## config.mk

```make
export PLATFORM = sky130hd
export DESIGN_NAME = hazard_unit_mc_flat
export DESIGN_NICKNAME = d
export VERILOG_FILES = /design/src/rtl/hazard_unit_mc_pkg.sv /design/src/rtl/hazard_unit_mc_if.sv /design/src/rtl/hazard_unit_mc_mc_stall_ctr.sv /design/src/rtl/hazard_unit_mc.sv /design/src/flat_wrapper.sv
export SDC_FILE = /design/constraint.sdc
export NUM_CORES = 1
export LEC_CHECK = 0
export ABC_AREA = 1
export CAP_MARGIN = 20
export CORE_AREA = 2 2 74 76
export DETAILED_ROUTE_END_ITERATION = 6
export DIE_AREA = 0 0 76 78
export GPL_TIMING_DRIVEN = 1
export PLACE_DENSITY = 0.86
export SLEW_MARGIN = 20
export SYNTH_ARGS = -nofsm -noshare
export SYNTH_HDL_FRONTEND = slang
export SYNTH_SLANG_ARGS = --single-unit
```

## constraint.sdc

```tcl
create_clock -name clk -period 1.7 [get_ports clk]
set_input_delay 0.255 -clock clk [delete_from_list [all_inputs] [get_ports clk]]
set_output_delay 0.255 -clock clk [all_outputs]
set_load 0.02 [all_outputs]
```

## src/rtl/hazard_unit_mc_pkg.sv

```systemverilog
// Shared types for the hazard unit.
// Forwarding select encoding and PC register index.
package hazard_pkg;

    typedef enum logic [1:0] {
        FWD_RF = 2'b00,
        FWD_W  = 2'b01,
        FWD_M  = 2'b10
    } fwd_sel_e;

    localparam int PC_IDX_DEF = 15;

endpackage

```

## src/rtl/hazard_unit_mc_if.sv

```systemverilog
// Pipeline-to-hazard-unit signal bundle.
// master drives pipeline status, slave returns controls.
interface hazard_unit_mc_if #(
    parameter int AW    = 4,
    parameter int NRP   = 3,
    parameter int CNT_W = 16
);
    logic [NRP*AW-1:0] RAD;
    logic [NRP*AW-1:0] RAE;
    logic [AW-1:0]     WA3E;
    logic [AW-1:0]     WA3M;
    logic [AW-1:0]     WA3W;
    logic              RegWriteE;
    logic              RegWriteM;
    logic              RegWriteW;
    logic              MemtoRegE;
    logic              StartMcE;
    logic              PCSrcD;
    logic              PCSrcE;
    logic              PCSrcM;
    logic              PCSrcW;
    logic              BranchTakenE;
    logic              ClrCnt;
    logic [2*NRP-1:0]  ForwardE;
    logic              StallF;
    logic              StallD;
    logic              StallE;
    logic              FlushD;
    logic              FlushE;
    logic              FlushM;
    logic              McBusy;
    logic [CNT_W-1:0]  StallCycles;

    modport master (
        output RAD, RAE, WA3E, WA3M, WA3W,
        output RegWriteE, RegWriteM, RegWriteW,
        output MemtoRegE, StartMcE,
        output PCSrcD, PCSrcE, PCSrcM, PCSrcW,
        output BranchTakenE, ClrCnt,
        input  ForwardE, StallF, StallD, StallE,
        input  FlushD, FlushE, FlushM,
        input  McBusy, StallCycles
    );

    modport slave (
        input  RAD, RAE, WA3E, WA3M, WA3W,
        input  RegWriteE, RegWriteM, RegWriteW,
        input  MemtoRegE, StartMcE,
        input  PCSrcD, PCSrcE, PCSrcM, PCSrcW,
        input  BranchTakenE, ClrCnt,
        output ForwardE, StallF, StallD, StallE,
        output FlushD, FlushE, FlushM,
        output McBusy, StallCycles
    );

endinterface

```

## src/rtl/hazard_unit_mc_mc_stall_ctr.sv

```systemverilog
// Multi-cycle execute occupancy counter.
// Holds E for MC_LAT-1 cycles per multi-cycle op.
module mc_stall_ctr #(
    parameter int MC_LAT = 3
) (
    input  logic clk,
    input  logic reset,
    input  logic start,
    output logic mc_stall,
    output logic mc_busy
);
    localparam int CW = $clog2(MC_LAT) + 1;
    localparam logic [CW-1:0] LAST = CW'(MC_LAT - 1);

    logic [CW-1:0] mc_cnt;

    assign mc_stall = start && (mc_cnt != LAST);
    assign mc_busy  = (mc_cnt != '0);

    // Count held cycles; any non-stall cycle (done or killed) clears.
    always_ff @(posedge clk or posedge reset) begin
        if (reset) begin
            mc_cnt <= '0;
        end else if (mc_stall) begin
            mc_cnt <= mc_cnt + 1'b1;
        end else begin
            mc_cnt <= '0;
        end
    end

endmodule

```

## src/rtl/hazard_unit_mc.sv

```systemverilog
// Hazard unit for the 5-stage core: forwarding,
// load-use, PC-write, branch and multi-cycle stalls.
module hazard_unit_mc
    import hazard_pkg::*;
#(
    parameter int AW     = 4,
    parameter int NRP    = 3,
    parameter int MC_LAT = 3,
    parameter int PC_IDX = PC_IDX_DEF,
    parameter int CNT_W  = 16
) (
    input logic       clk,
    input logic       reset,
    hazard_unit_mc_if.slave hz
);
    localparam logic [AW-1:0] PC_A = AW'(PC_IDX);

    logic [2*NRP-1:0] fwd;
    logic [NRP-1:0]   rad_hit;
    logic             ldr_stall;
    logic             pc_wr_pend;
    logic             mc_stall;
    logic             mc_busy;
    logic             stall_f;
    logic [CNT_W-1:0] stall_cnt;

    for (genvar p = 0; p < NRP; p++) begin : g_port
        logic [AW-1:0] rae;
        logic [AW-1:0] rad;
        fwd_sel_e      sel;

        assign rae = hz.RAE[p*AW +: AW];
        assign rad = hz.RAD[p*AW +: AW];
        assign rad_hit[p] = (rad == hz.WA3E);

        // M beats W; PC reads always come from the regfile path.
        always_comb begin
            sel = FWD_RF;
            if (hz.RegWriteM && rae == hz.WA3M && rae != PC_A) begin
                sel = FWD_M;
            end else if (hz.RegWriteW && rae == hz.WA3W && rae != PC_A) begin
                sel = FWD_W;
            end
        end

        assign fwd[2*p +: 2] = sel;
    end

    mc_stall_ctr #(
        .MC_LAT (MC_LAT)
    ) u_mc (
        .clk      (clk),
        .reset    (reset),
        .start    (hz.StartMcE),
        .mc_stall (mc_stall),
        .mc_busy  (mc_busy)
    );

    assign ldr_stall  = hz.MemtoRegE & hz.RegWriteE & (|rad_hit);
    assign pc_wr_pend = hz.PCSrcD | hz.PCSrcE | hz.PCSrcM;
    assign stall_f    = ldr_stall | pc_wr_pend | mc_stall;

    assign hz.ForwardE = reset ? '0 : fwd;
    assign hz.StallF   = ~reset & stall_f;
    assign hz.StallD   = ~reset & (ldr_stall | mc_stall);
    assign hz.StallE   = ~reset & mc_stall;
    assign hz.FlushM   = ~reset & mc_stall;
    assign hz.FlushE   = ~reset & (ldr_stall | hz.BranchTakenE) & ~mc_stall;
    assign hz.FlushD   = ~reset & (pc_wr_pend | hz.PCSrcW | hz.BranchTakenE);
    assign hz.McBusy   = ~reset & mc_busy;

    // Saturating count of fetch-stall cycles; clear wins.
    always_ff @(posedge clk or posedge reset) begin
        if (reset) begin
            stall_cnt <= '0;
        end else if (hz.ClrCnt) begin
            stall_cnt <= '0;
        end else if (stall_f && !(&stall_cnt)) begin
            stall_cnt <= stall_cnt + 1'b1;
        end
    end

    assign hz.StallCycles = stall_cnt;

endmodule

```

## src/flat_wrapper.sv

```systemverilog
// flat-port wrapper written by rule: the top's interface ports become plain ports
module hazard_unit_mc_flat import hazard_pkg::*;
#(
    parameter int AW     = 4,
    parameter int NRP    = 3,
    parameter int MC_LAT = 3,
    parameter int PC_IDX = PC_IDX_DEF,
    parameter int CNT_W  = 16
)
  (clk, reset, hz_RAD, hz_RAE, hz_WA3E, hz_WA3M, hz_WA3W, hz_RegWriteE, hz_RegWriteM, hz_RegWriteW, hz_MemtoRegE, hz_StartMcE, hz_PCSrcD, hz_PCSrcE, hz_PCSrcM, hz_PCSrcW, hz_BranchTakenE, hz_ClrCnt, hz_ForwardE, hz_StallF, hz_StallD, hz_StallE, hz_FlushD, hz_FlushE, hz_FlushM, hz_McBusy, hz_StallCycles);
  hazard_unit_mc_if #(.AW(AW), .NRP(NRP), .CNT_W(CNT_W)) hz_i ();
  input logic clk;
  input logic reset;
  input wire logic [$bits(hz_i.RAD)-1:0] hz_RAD;
  input wire logic [$bits(hz_i.RAE)-1:0] hz_RAE;
  input wire logic [$bits(hz_i.WA3E)-1:0] hz_WA3E;
  input wire logic [$bits(hz_i.WA3M)-1:0] hz_WA3M;
  input wire logic [$bits(hz_i.WA3W)-1:0] hz_WA3W;
  input wire logic [$bits(hz_i.RegWriteE)-1:0] hz_RegWriteE;
  input wire logic [$bits(hz_i.RegWriteM)-1:0] hz_RegWriteM;
  input wire logic [$bits(hz_i.RegWriteW)-1:0] hz_RegWriteW;
  input wire logic [$bits(hz_i.MemtoRegE)-1:0] hz_MemtoRegE;
  input wire logic [$bits(hz_i.StartMcE)-1:0] hz_StartMcE;
  input wire logic [$bits(hz_i.PCSrcD)-1:0] hz_PCSrcD;
  input wire logic [$bits(hz_i.PCSrcE)-1:0] hz_PCSrcE;
  input wire logic [$bits(hz_i.PCSrcM)-1:0] hz_PCSrcM;
  input wire logic [$bits(hz_i.PCSrcW)-1:0] hz_PCSrcW;
  input wire logic [$bits(hz_i.BranchTakenE)-1:0] hz_BranchTakenE;
  input wire logic [$bits(hz_i.ClrCnt)-1:0] hz_ClrCnt;
  output wire logic [$bits(hz_i.ForwardE)-1:0] hz_ForwardE;
  output wire logic [$bits(hz_i.StallF)-1:0] hz_StallF;
  output wire logic [$bits(hz_i.StallD)-1:0] hz_StallD;
  output wire logic [$bits(hz_i.StallE)-1:0] hz_StallE;
  output wire logic [$bits(hz_i.FlushD)-1:0] hz_FlushD;
  output wire logic [$bits(hz_i.FlushE)-1:0] hz_FlushE;
  output wire logic [$bits(hz_i.FlushM)-1:0] hz_FlushM;
  output wire logic [$bits(hz_i.McBusy)-1:0] hz_McBusy;
  output wire logic [$bits(hz_i.StallCycles)-1:0] hz_StallCycles;
  assign hz_i.RAD = hz_RAD;
  assign hz_i.RAE = hz_RAE;
  assign hz_i.WA3E = hz_WA3E;
  assign hz_i.WA3M = hz_WA3M;
  assign hz_i.WA3W = hz_WA3W;
  assign hz_i.RegWriteE = hz_RegWriteE;
  assign hz_i.RegWriteM = hz_RegWriteM;
  assign hz_i.RegWriteW = hz_RegWriteW;
  assign hz_i.MemtoRegE = hz_MemtoRegE;
  assign hz_i.StartMcE = hz_StartMcE;
  assign hz_i.PCSrcD = hz_PCSrcD;
  assign hz_i.PCSrcE = hz_PCSrcE;
  assign hz_i.PCSrcM = hz_PCSrcM;
  assign hz_i.PCSrcW = hz_PCSrcW;
  assign hz_i.BranchTakenE = hz_BranchTakenE;
  assign hz_i.ClrCnt = hz_ClrCnt;
  assign hz_ForwardE = hz_i.ForwardE;
  assign hz_StallF = hz_i.StallF;
  assign hz_StallD = hz_i.StallD;
  assign hz_StallE = hz_i.StallE;
  assign hz_FlushD = hz_i.FlushD;
  assign hz_FlushE = hz_i.FlushE;
  assign hz_FlushM = hz_i.FlushM;
  assign hz_McBusy = hz_i.McBusy;
  assign hz_StallCycles = hz_i.StallCycles;
  hazard_unit_mc #(.AW(AW), .NRP(NRP), .MC_LAT(MC_LAT), .PC_IDX(PC_IDX), .CNT_W(CNT_W)) u_core (.clk(clk), .reset(reset), .hz(hz_i));
endmodule
```

### Word-level counts from Yosys, hierarchy flattened

Index checks and enable logic that the tools add are counted.

* add/sub/neg operators: 2
* reduce and logical (&&, ||, !) cells: 19
* muxes and demuxes: 10
* equality and inequality tests: 13
* bitwise operators: 19

Operator list (count)
* 4-bit == test: 9
* 16-bit two-way mux: 2
* 16-bit by 1-bit adder with 16-bit output, second input constant: 1
* 16-bit AND reduction: 1
* 1-bit logical AND: 14
* 4-bit inequality test, second input constant: 3
* 1-bit bitwise AND: 9
* 1-bit bitwise OR: 8
* 2-bit two-way mux: 3
* 6-bit two-way mux: 1
* 3-bit by 1-bit adder with 3-bit output, second input constant: 1
* 1-bit two-way mux: 3
* 3-bit two-way mux: 1
* 3-bit by 2-bit inequality test with 1-bit output, second input constant: 1
* 3-bit nonzero test: 1
* 3-bit OR reduction: 1
* 1-bit inverter: 2
* 2-bit nonzero test: 1
* 1-bit logical NOT: 1

* register bits: 19
* bits of input ports: 49
* logic and storage cells: 65
* output and inout bits: 29

### Logic depth before layout (Yosys ltp)

Gate-level depths: netlist of run 1.

* depth in word-level cells: 8
* mapped depth: 12
* depth with buffers taken out: 11

### Hierarchy

From an unflattened synthesis of run 1, not the netlist that was laid out.

* cell total of the unflattened synthesis: 317
* area total of the unflattened synthesis: 1979.4 sq um

Modules (own cells, without submodules)
* hazard_unit_mc: sequential area each 400.4 sq um, cells each 295, area an instance 1799.2 sq um, times used 1
* mc_stall_ctr: sequential area each 75.1 sq um, cells each 22, area an instance 180.2 sq um, times used 1

### Worst setup path before layout of run 1

OpenSTA, ideal clock, no wires.

* path kind: input to output
* start point: input reset
* end point: output hz_ForwardE[2]
* data required time: 1.445 ns
* buffers on the path: 1
* path slack: -0.185 ns
* stages on the path: 6
* data arrival time: 1.630 ns
* path through: clkbuf_1 > inv_1 > nand2_1 > a211oi_1 > nand2_1 > nor2_1

* word-level cells in the longest chain between the ends: 1

Ends and longest elaborated chain
* from (decl): line flat_wrapper.sv:13 `input logic reset;`
* 6-bit two-way mux: line hazard_unit_mc.sv:63 `assign hz.ForwardE = reset ? '0 : fwd;`
* to (decl): line flat_wrapper.sv:30 `output wire logic [$bits(hz_i.ForwardE)-1:0] hz_ForwardE;`

Every way passes these cells.

### Worst setup path in the final report of run 1

* start point: input hz_WA3W[1]
* end point: output hz_ForwardE[4]

* word-level cells in the longest chain between the ends: 6

Ends and longest elaborated chain
* from (decl): line flat_wrapper.sv:18 `input wire logic [$bits(hz_i.WA3W)-1:0] hz_WA3W;`
* 4-bit == test: line hazard_unit_mc.sv:41 `end else if (hz.RegWriteW && rae == hz.WA3W && rae != PC_A) begin`
* 1-bit logical AND (2 in series): line hazard_unit_mc.sv:41
* 1-bit two-way mux: line hazard_unit_mc.sv:41
* 2-bit two-way mux: line hazard_unit_mc.sv:39 `if (hz.RegWriteM && rae == hz.WA3M && rae != PC_A) begin`
* 6-bit two-way mux: line hazard_unit_mc.sv:63

Every way passes these cells.

==> impl_results.md, run 1 <==
* Max VDD drop at 0.208 mV
* Worst-Skew Late Latency at 0.26 ns
* Synth top area share at 24.2%
* Fin worst setup slack at -0.0358 ns
* Share of layout cells above drive strength 1 at 24.4%
* Post-synthesis sequential area ratio at 24.2%
* Gr usage total at 21.1%
* Post-synth top area cell: dfrtp_1
* Rows at 26
* Synth warn at 0
* Slowest-stage cell, CP: clkdlybuf4s15_1
* Endpoints failing setup at 1
* Cells after synthesis at 318
* Drt total wl at 6480 um
* Dpl hpwl at 4780 um
* Clk_skew at 0.00492 ns
* CTS root buffer: clkbuf_8
* Tightest Pin Transition at 0.318 ns
* CP Launch Type: input port
* Buffers on Ports at 77
* Max Cap Viol at 0
* DR WL/cell at 13.0 um
* DRC at 0
* Post-DRT Antenna Nets at 0
* Fin nets at 481
* Crit-path most repeated cell: nand4_1
* Final hold vios at 0
* Unrepaired setup endpoints after global routing: yes
* Die Y at 78 um
* Top post-synthesis cells by area: dfrtp_1 (24%), nand2_1 (17%), inv_1 (10%), nand4_1 (8.0%), xor2_1 (6.7%)
* Slew Viols, Final at 0
* Register area at 480 um2
* Synthesized area at 0.00197 mm2
* Final Util at 63.0%
* Cell with the most instances after synthesis: nand2_1
* RD Place Congestion at 0.983
* Pre-Repair DR Iteration Count at 5
* Number of global-route vias before repair at 2400
* Failing checks: setup timing
* Hold Crit Class: in -> async
* Area occupied by multi-input gates at 0.00133 mm2
* Grt ovf at 0
* Post-synth EDFFs at 0
* Register bit count reported by yosys at 19
* Fmax at 0.576 GHz
* Leak Pwr at 0.00178 uW
* Design area at 0.00317 mm2
* Initial DRC Count at 158
* Slew Limit Headroom at 78.8%
* Syn_nets at 371
* Slowest stage delay, CP at 0.27 ns
* Core ar. at 0.00504 mm2
* Routed vias/inst at 5.02
* Initial Util at 39.0%
* PD cells at 425 mW/mm2
* Post-Syn Area per Cell at 6.19 um2
* CP Class: in -> out
* Netlist cell types at 30
* Antenna Cells at 0
* Top cell family by delay on the critical path: simple AND/OR/NAND/NOR gates
* CTS tree: done
* Cts bufs inserted at 3
* Layout area overhead at 61.4%
* Required @ worst endpoint at 1.44 ns
* Reg-to-reg setup timing slack at 0.04 ns
* CP max FO at 4
* Largest net degree at the start of global routing at 33
* Post-route minimum period at 1.74 ns
* Top post-synthesis cells by count: nand2_1 (87), inv_1 (55), nor2_1 (34)
* Setup_tns at -0.0358 ns
* Synth Flop Type: dfrtp_1
* CP cell instances: clkdlybuf4s15_1, inv_1, nand2_1, nand4_1, nor4_1, nand4_1, nor2_1, buf_4
* Floorplan die width at 76 um
* Die area at 0.00593 mm2
* Initial antenna violation count at 0
* Vias at 2494
* Arrival @ worst endpoint at 1.48 ns
* # H-tree levels at 1
* Status: complete, but fails checks
* Clock sinks at 19
* Buf/Inv on CP at 3
* Placed cell area at 0.00305 mm2
* Fillers at 425
* Clock slew at reported path FFs at 0.07 ns
* Max Root-Sink Buffers at 2
* CP Capture Type: output port
* Ys async rst share at 100%
* First-pass GRT wire length at 10500 um
* Num ports at 78
* Part of the cycle the worst path needs at 102%
[tightest hold or removal path: cells and delay by family]
family | cells | cell delay, ns
buffers and inverters | 4 | 0.74
[power by group]
| part | leakage, uW | internal, uW | switching, uW |
|---|---|---|---|
| logic | 0.00151 | 249 | 290 |
| registers | 0.000255 | 472 | 16.6 |
| clock network | 0.0000228 | 167 | 153 |
| total | 0.00178 | 888 | 460 |
[worst paths after layout]
check	startpoint	end	depth (start not counted)
hold / removal	reset	u_core.hz.StallCycles[9]$_DFFE_PP0P_	4
setup / recovery	hz_WA3W[1]	hz_ForwardE[4]	8
hold reg to reg	u_core.u_mc.mc_cnt[0]$_DFF_PP0_	u_core.u_mc.mc_cnt[0]$_DFF_PP0_	2
setup reg to reg	u_core.hz.StallCycles[0]$_DFFE_PP0P_	u_core.hz.StallCycles[3]$_DFFE_PP0P_	11
max in group asynchronous	reset	u_core.hz.StallCycles[0]$_DFFE_PP0P_	4
min in group clk	u_core.u_mc.mc_cnt[0]$_DFF_PP0_	u_core.u_mc.mc_cnt[0]$_DFF_PP0_	2
[final cells by class]
type                    instances  area share, %
flip-flops and latches         19           15.1
repair buffers                114           31.3
clock buffers                   4           1.42
inverters                      61           7.33
well taps                      70           2.76
multi-input cells             229           42.0
[stage by stage]
| stage | hold slack [ns] | instances | total power [uW] | worst slack (ns) |
|---|---|---|---|---|
| CTS | 0.352 | 492 | 1340 | 0.000597 |
| global placement | 0.508 | 488 | 1010 | -0.629 |
| floorplan | 0.349 | 318 | 730 | 0.0218 |
| finish | 0.349 | 497 | 1350 | -0.0358 |
| global route | 0.362 | 497 | 1450 | -0.103 |
| detailed placement | 0.521 | 488 | 1030 | -0.666 |
[registers in the layout (all words and copies together), names as in the netlist]
| register | count |
|---|---|
| u_core.hz.StallCycles | 16 |
| u_core.u_mc.mc_cnt | 3 |
[logic make-up after synthesis]
kind of cell	count (synthesis)	synth area share, %
AND/OR/NAND/NOR	189	45.1
flip-flops	19	24.2
buffers and inverters	70	14.2
adder cells (fa/ha/maj)	4	2.54
XOR/XNOR	19	8.46
AO/OA/AOI/OAI	17	5.47
[layout by cell type (no fill, tap or decap), drive strengths merged, types with 5 or more instances in the layout]
cell type      count
xor2              15
clkbuf            10
a21oi              6
o22ai              5
clkdlybuf4s50     23
nand4             25
inv               60
nor2              38
nand3             26
buf               48
dfrtp             19
dlygate4sd2       29
nand2             91
[routing by layer]
layer / GRT usage [%] / wire length [um]
met3: 4.19 / 437
met1: 23.1 / 2450
met2: 41.5 / 3400
met5: 0 / 0
met4: 5.45 / 188
[what timing repair did]
item                                    in CTS  in global routing
pin swaps                                   21                 15
gates resized for setup                    117                 31
endpoints found under the setup margin      29                 31
setup buffers                                0                  4
hold buffers                                 0                  0
gates cloned                                 0                  1
Power figures use the tool's default switching activity.
==> run 2: changes to the inputs <==
CAP_MARGIN = default   (was 20)
SETUP_SLACK_MARGIN = 0.5   (was default)
==> impl_results.md, run 2 (synthesized netlist as in run 1, its figures left out) <==
* Initial Util at 39.0% (unchanged)
* Leading cell type in the layout, fill and taps excluded: nand2_1 (unchanged)
* R2R depth at 11 (unchanged)
* GR Util met2 at 51.0% (was 41.5%)
* Number of global-route vias before repair at 2749 (was 2400)
* Crit-path most repeated cell: nor2_4 (was nand4_1)
* Worst Setup SP: u_core.hz.StallCycles[0]$_DFFE_PP0P_ (was hz_WA3W[1])
* Internal Power at 1030 uW (was 888 uW)
* Net switching power at 584 uW (was 460 uW)
* Post-DRT Antenna Nets at 0 (unchanged)
* Fin worst setup slack at 0.0710 ns (was -0.0358 ns)
* Most frequent cells in the layout: nand2_1 (75), buf_6 (54), buf_4 (46) (was nand2_1 (83), inv_1 (45), buf_4 (41))
* Dpl hpwl at 5070 um (was 4780 um)
* Initial DRC Count at 76 (was 158)
* Max reg flops at 16 (unchanged)
* Initial antenna violation count at 0 (unchanged)
* Buffers on Ports at 77 (unchanged)
* Worst Setup EP: u_core.hz.StallCycles[10]$_DFFE_PP0P_ (was hz_ForwardE[4])
* CP Class: reg -> reg (was in -> out)
* Fin nets at 509 (was 481)
* Die area at 0.00593 mm2 (unchanged)
* Arrival @ worst endpoint at 1.79 ns (was 1.48 ns)
* Clk_skew at 0.00117 ns (was 0.00492 ns)
* Grt peak-use layer: met2 (unchanged)
* Post-place setup slack at -0.732 ns (was -0.666 ns)
* Met3 GRT Util at 2.21% (was 4.19%)
* Reg-to-reg setup timing slack at 0.07 ns (was 0.04 ns)
* Max Cap Viol at 0 (unchanged)
* CP Capture Type: flip-flop (was output port)
* CTS tree: done (unchanged)
* Max Root-Sink Buffers at 2 (unchanged)
* Share of layout cells above drive strength 1 at 49.0% (was 24.4%)
* DR WL/cell at 15.4 um (was 13.0 um)
* Critical path depth at 11 (was 8)
* Slowest stage delay, CP at 0.39 ns (was 0.27 ns)
* Slowest-stage cell, CP: dfrtp_2 (was clkdlybuf4s15_1)
* Vias at 2724 (was 2494)
* Buf/Inv on CP at 1 (was 3)
* Fmax at 0.614 GHz (was 0.576 GHz)
* R2R Path End: u_core.hz.StallCycles[10]$_DFFE_PP0P_ (was u_core.hz.StallCycles[3]$_DFFE_PP0P_)
* PD cells at 418 mW/mm2 (was 425 mW/mm2)
* Logic pwr share at 48.9% (was 40.0%)
* Part of the cycle the worst path needs at 95.8% (was 102%)
* Hold-fix buffers at CTS at 0 (unchanged)
* DRC at 0 (unchanged)
* Post-route minimum period at 1.63 ns (was 1.74 ns)
* Clock slew at reported path FFs at 0.07 ns (about the same)
* Floorplan die width at 76 um (unchanged)
* CP Launch Type: flip-flop (was input port)
* Slew Viols, Final at 0 (unchanged)
* Unrepaired setup endpoints after global routing: yes (unchanged)
* Layout area overhead at 95.7% (was 61.4%)
* Routed vias/inst at 5.19 (was 5.02)
* Routing usage on met1 at 26.3% (was 23.1%)
* First-pass GRT wire length at 12200 um (was 10500 um)
* Grt ovf at 0 (unchanged)
* Tightest Pin Transition at 0.305 ns (was 0.318 ns)
* Fillers at 342 (was 425)
* CP cell instances: ha_4, nand3_4, nor2_4, nand2_4, nor2_4, nand2_2, nor2_4, nand2_4, buf_12, nand4_1, nand2_1 (was clkdlybuf4s15_1, inv_1, nand2_1, nand4_1, nor4_1, nand4_1, nor2_1, buf_4)
* Hold Crit Class: in -> async (unchanged)
* Drt total wl at 8060 um (was 6480 um)
* Slew Limit Headroom at 79.7% (was 78.8%)
* Cts bufs inserted at 3 (unchanged)
* Rows at 26 (unchanged)
* Leak Pwr at 0.00201 uW (was 0.00178 uW)
* Status: complete, no violations (was complete, but fails checks)
* Final Util at 76.4% (was 63.0%)
* Final hold vios at 0 (unchanged)
* Max VDD drop at 0.444 mV (was 0.208 mV)
* Antenna Cells at 0 (unchanged)
* CP max FO at 8 (was 4)
* Die Y at 78 um (unchanged)
* Worst-Skew Late Latency at 0.27 ns (was 0.26 ns)
* Min Hold Slack at 0.0921 ns (was 0.349 ns)
* CTS root buffer: clkbuf_8 (unchanged)
* Required @ worst endpoint at 1.86 ns (was 1.44 ns)
* Gr usage total at 25.0% (was 21.1%)
* Sw Ratio at 36.3% (was 34.1%)
* Pre-Repair DR Iteration Count at 5 (unchanged)
* Core ar. at 0.00504 mm2 (unchanged)
* R2R Path Start: u_core.hz.StallCycles[0]$_DFFE_PP0P_ (unchanged)
* Top cell family by delay on the critical path: simple AND/OR/NAND/NOR gates (unchanged)
* Clock sinks at 19 (unchanged)
* Endpoints failing setup at 0 (was 1)
* Sequential power share at 30.6% (was 36.2%)
* Largest net degree at the start of global routing at 33 (unchanged)
* Num ports at 78 (unchanged)
* RD Place Congestion at 0.901 (was 0.983)
* # H-tree levels at 1 (unchanged)
* Clock group share of total power at 20.5% (was 23.7%)
## run 2: cell count changes in the layout (fill, tap and decap cells not counted), sizes merged
cell / before / now
dlygate4sd2: 29 / 10
clkdlybuf4s50: 23 / 4
dlymetal6s2s: 4 / 0
clkbuf: 10 / 7
clkinv: 0 / 1
buf: 48 / 120
## run 2: cell type report
cell class / instances / area [um2] / share of cell area [%]
flip-flops and latches: 19 / 485 / 12.6
multi-input cells: 229 / 1610 / 41.7
clock buffers: 3 / 41.3 / 1.07
inverters: 61 / 268 / 6.95
repair buffers: 142 / 1360 / 35.2
well taps: 70 / 87.6 / 2.27
clock inverters: 1 / 5.00 / 0.130
## run 2: worst min path at each step
stage	start	endpoint	slack [ns]
final	reset	u_core.hz.StallCycles[2]$_DFFE_PP0P_	0.09
after global placement	u_core.u_mc.mc_cnt[0]$_DFF_PP0_	u_core.u_mc.mc_cnt[0]$_DFF_PP0_	0.51
after CTS	reset	u_core.hz.StallCycles[2]$_DFFE_PP0P_	0.08
after floorplan	reset	u_core.hz.StallCycles[10]$_DFFE_PP0P_	0.30
after global routing	reset	u_core.hz.StallCycles[2]$_DFFE_PP0P_	0.09
after detailed placement	u_core.u_mc.mc_cnt[0]$_DFF_PP0_	u_core.u_mc.mc_cnt[0]$_DFF_PP0_	0.51
## run 2: worst reg2reg max path, cell delays in order, from the launching register on
cell,delay [ns]
dfrtp_2,0.39
ha_4,0.15
nand3_4,0.07
nor2_4,0.13
nand2_4,0.07
nor2_4,0.09
nand2_2,0.07
nor2_4,0.11
nand2_4,0.12
buf_12,0.16
nand4_1,0.09
nand2_1,0.06
## run 2: repair_timing
item | 4_1_cts | 5_1_grt
buffers inserted | 21 | 7
cloned | 0 | 0
endpoints found under the setup margin | 45 | 39
pin swaps | 52 | 48
gates resized for setup | 376 | 68
## run 2: power by group through the flow
stage,Sequential (uW),Clock [uW],Combinational [uW]
6_report,493,331,787
3_3_place_gp,498,0,554
4_1_cts,491,338,691
2_1_floorplan,509,0,266
5_1_grt,495,352,839
3_5_place_dp,500,0,577
## run 2: layer usage
metal  routed length [um]  part of all wire, %
met4                  393                  4.9
met3                  363                  4.5
met2                 4440                   55
met5                    0                    0
met1                 2860                   36
## run 2: per-stage QoR
stage	TNS [ns]	instances	total power (uW)	area, um2
2_1_floorplan	0	318	775	2120
3_3_place_gp	-11.74	493	1050	3200
5_1_grt	-0.209	525	1690	3850
4_1_cts	0	518	1520	3620
3_5_place_dp	-13.50	493	1080	3200
6_report	0	525	1610	3850
==> run 3: changes to the inputs <==
TNS_END_PERCENT = 1   (was default)
==> impl_results.md, run 3 (synthesized netlist as in run 1, its figures left out) <==
* Status: complete, no violations (unchanged)
* Design area at 0.00316 mm2 (was 0.00385 mm2)
* Max VDD drop at 0.283 mV (was 0.444 mV)
* Fillers at 431 (was 342)
* Logic pwr share at 41.1% (was 48.9%)
* Layout area overhead at 60.6% (was 95.7%)
* Post-DRT Antenna Nets at 0 (unchanged)
* Cts bufs inserted at 3 (unchanged)
* Slowest-stage cell, CP: dfrtp_1 (was dfrtp_2)
* Post-place setup slack at -0.690 ns (was -0.732 ns)
* Arrival @ worst endpoint at 1.39 ns (was 1.79 ns)
* Fmax at 0.609 GHz (was 0.614 GHz)
* Required @ worst endpoint at 1.44 ns (was 1.86 ns)
* Clk_skew at 0.00590 ns (was 0.00117 ns)
* Net switching power at 460 uW (was 584 uW)
* CP max FO at 5 (was 8)
* Fin worst setup slack at 0.0588 ns (was 0.0710 ns)
* Unrepaired setup endpoints after global routing: yes (unchanged)
* PD cells at 431 mW/mm2 (was 418 mW/mm2)
* Sw Ratio at 33.8% (was 36.3%)
* CP cell instances: inv_2, ha_2, nand2_2, nand2_4, nand2_1, a21oi_1, buf_4 (was ha_4, nand3_4, nor2_4, nand2_4, nor2_4, nand2_2, nor2_4, nand2_4, buf_12, nand4_1, nand2_1)
* Initial DRC Count at 174 (was 76)
* # H-tree levels at 1 (unchanged)
* Final hold vios at 0 (unchanged)
* DR WL/cell at 12.6 um (was 15.4 um)
* Worst-Skew Late Latency at 0.26 ns (was 0.27 ns)
* Vias at 2497 (was 2724)
* Dpl hpwl at 4790 um (was 5070 um)
* Sequential power share at 36.0% (was 30.6%)
* Internal Power at 902 uW (was 1030 uW)
* Routed vias/inst at 5.05 (was 5.19)
* Endpoints failing setup at 0 (unchanged)
* Total power at 1360 uW (was 1610 uW)
* Leading cell type in the layout, fill and taps excluded: nand2_1 (unchanged)
* Leak Pwr at 0.00179 uW (was 0.00201 uW)
* Part of the cycle the worst path needs at 96.5% (was 95.8%)
* Most frequent cells in the layout: nand2_1 (82), inv_1 (43), buf_4 (39) (was nand2_1 (75), buf_6 (54), buf_4 (46))
* Max Root-Sink Buffers at 2 (unchanged)
* Grt ovf at 0 (unchanged)
* Initial antenna violation count at 0 (unchanged)
* Slowest stage delay, CP at 0.39 ns (about the same)
* DRC at 0 (unchanged)
* Num ports at 78 (unchanged)
* Min Hold Slack at 0.366 ns (was 0.0921 ns)
* Clock slew at reported path FFs at 0.07 ns (about the same)
* CP Class: reg -> out (was reg -> reg)
* Die area at 0.00593 mm2 (unchanged)
* Max reg flops at 16 (unchanged)
* CTS root buffer: clkbuf_8 (unchanged)
* Die Y at 78 um (unchanged)
* Slew Limit Headroom at 78.7% (was 79.7%)
* Post-route minimum period at 1.64 ns (was 1.63 ns)
* Drt total wl at 6230 um (was 8060 um)
* Clock group share of total power at 23.0% (was 20.5%)
* Hold Crit Class: in -> async (unchanged)
* Initial Util at 39.0% (unchanged)
* Setup_tns at 0 ns (unchanged)
* Tightest Pin Transition at 0.319 ns (was 0.305 ns)
* Gr usage total at 20.4% (was 25.0%)
* CP Capture Type: output port (was flip-flop)
* Rows at 26 (unchanged)
* Pre-Repair DR Iteration Count at 4 (was 5)
* Slew Viols, Final at 0 (unchanged)
* CP Launch Type: flip-flop (unchanged)
* Core ar. at 0.00504 mm2 (unchanged)
* Fin nets at 478 (was 509)
* RD Place Congestion at 0.909 (was 0.901)
* Number of global-route vias before repair at 2401 (was 2749)
* Buffers on Ports at 77 (unchanged)
* CTS tree: done (unchanged)
* Share of layout cells above drive strength 1 at 30.9% (was 49.0%)
* Antenna Cells at 0 (unchanged)
* First-pass GRT wire length at 10100 um (was 12200 um)
* Placed cell area at 0.00304 mm2 (was 0.00320 mm2)
* Max Cap Viol at 0 (unchanged)
* Floorplan die width at 76 um (unchanged)
* Clock sinks at 19 (unchanged)
* Largest net degree at the start of global routing at 33 (unchanged)
-- run 3: cell types whose count changed in the layout (fill, tap and decap cells not counted), moves of 8 or more --
cell,previous run,this run
buf_2,10,2
buf_6,54,11
clkbuf_2,4,12
dlygate4sd2_1,10,23
dlymetal6s2s_1,0,8
inv_1,35,43
-- run 3: area by class of cell --
| type | instances | area [um2] | share of cell area [%] |
|---|---|---|---|
| clock buffers | 4 | 45.0 | 1.43 |
| inverters | 61 | 233 | 7.37 |
| multi-input cells | 229 | 1360 | 43.0 |
| flip-flops and latches | 19 | 483 | 15.3 |
| well taps | 70 | 87.6 | 2.77 |
| repair buffers | 111 | 951 | 30.1 |
-- run 3: repair_timing --
action                     in CTS  in global routing
hold buffers                    0                  0
gates cloned                    0                  0
setup buffers                   1                  0
pin swaps                      21                 13
setup endpoints to repair      45                 46
resized for setup             129                 92
-- run 3: power groups by stage --
stage	combinational [uW]	sequential [uW]	clock, uW
floorplan	222	508	0
detailed placement	529	494	0
global placement	514	493	0
CTS	518	486	324
finish	559	490	313
global route	613	492	341
-- run 3: final timing paths --
| kind | startpoint | to | slack [ns] | depth (start not counted) |
|---|---|---|---|---|
| worst max register to register | u_core.hz.StallCycles[0]$_DFFE_PP0P_ | u_core.hz.StallCycles[15]$_DFFE_PP0P_ | 0.06 | 11 |
| worst max-delay path | u_core.u_mc.mc_cnt[0]$_DFF_PP0_ | hz_FlushE | 0.06 | 7 |
| min in group clk | u_core.hz.StallCycles[14]$_DFFE_PP0P_ | u_core.hz.StallCycles[14]$_DFFE_PP0P_ | 0.57 | 2 |
| max in group asynchronous | reset | u_core.hz.StallCycles[0]$_DFFE_PP0P_ | 1.11 | 4 |
| worst min-delay path | reset | u_core.hz.StallCycles[8]$_DFFE_PP0P_ | 0.37 | 4 |
| worst min register to register | u_core.hz.StallCycles[14]$_DFFE_PP0P_ | u_core.hz.StallCycles[14]$_DFFE_PP0P_ | 0.57 | 2 |
-- run 3: worst max-delay path, delay by kind of cell (launching register included) --
family | cells | cell delay [ns]
DFF | 1 | 0.39
and+or+nand+nor | 3 | 0.22
AOI/OAI and AO/OA | 1 | 0.12
adders and majority gates | 1 | 0.17
buffers and inverters | 2 | 0.24
-- run 3: metrics by stage --
step | std cells | utilization (%)
finish | 494 | 62.7
global route | 494 | 62.7
CTS | 494 | 61.0
detailed placement | 489 | 60.3
global placement | 489 | 60.3
floorplan | 318 | -
-- run 3: metal layers --
layer	up-vias	routed length (um)	track usage [%]
li1	1227	-	-
met1	1167	2450	22.3
met2	91	3330	39.1
met3	12	359	4.30
met4	0	85	6.55
met5	-	0	0
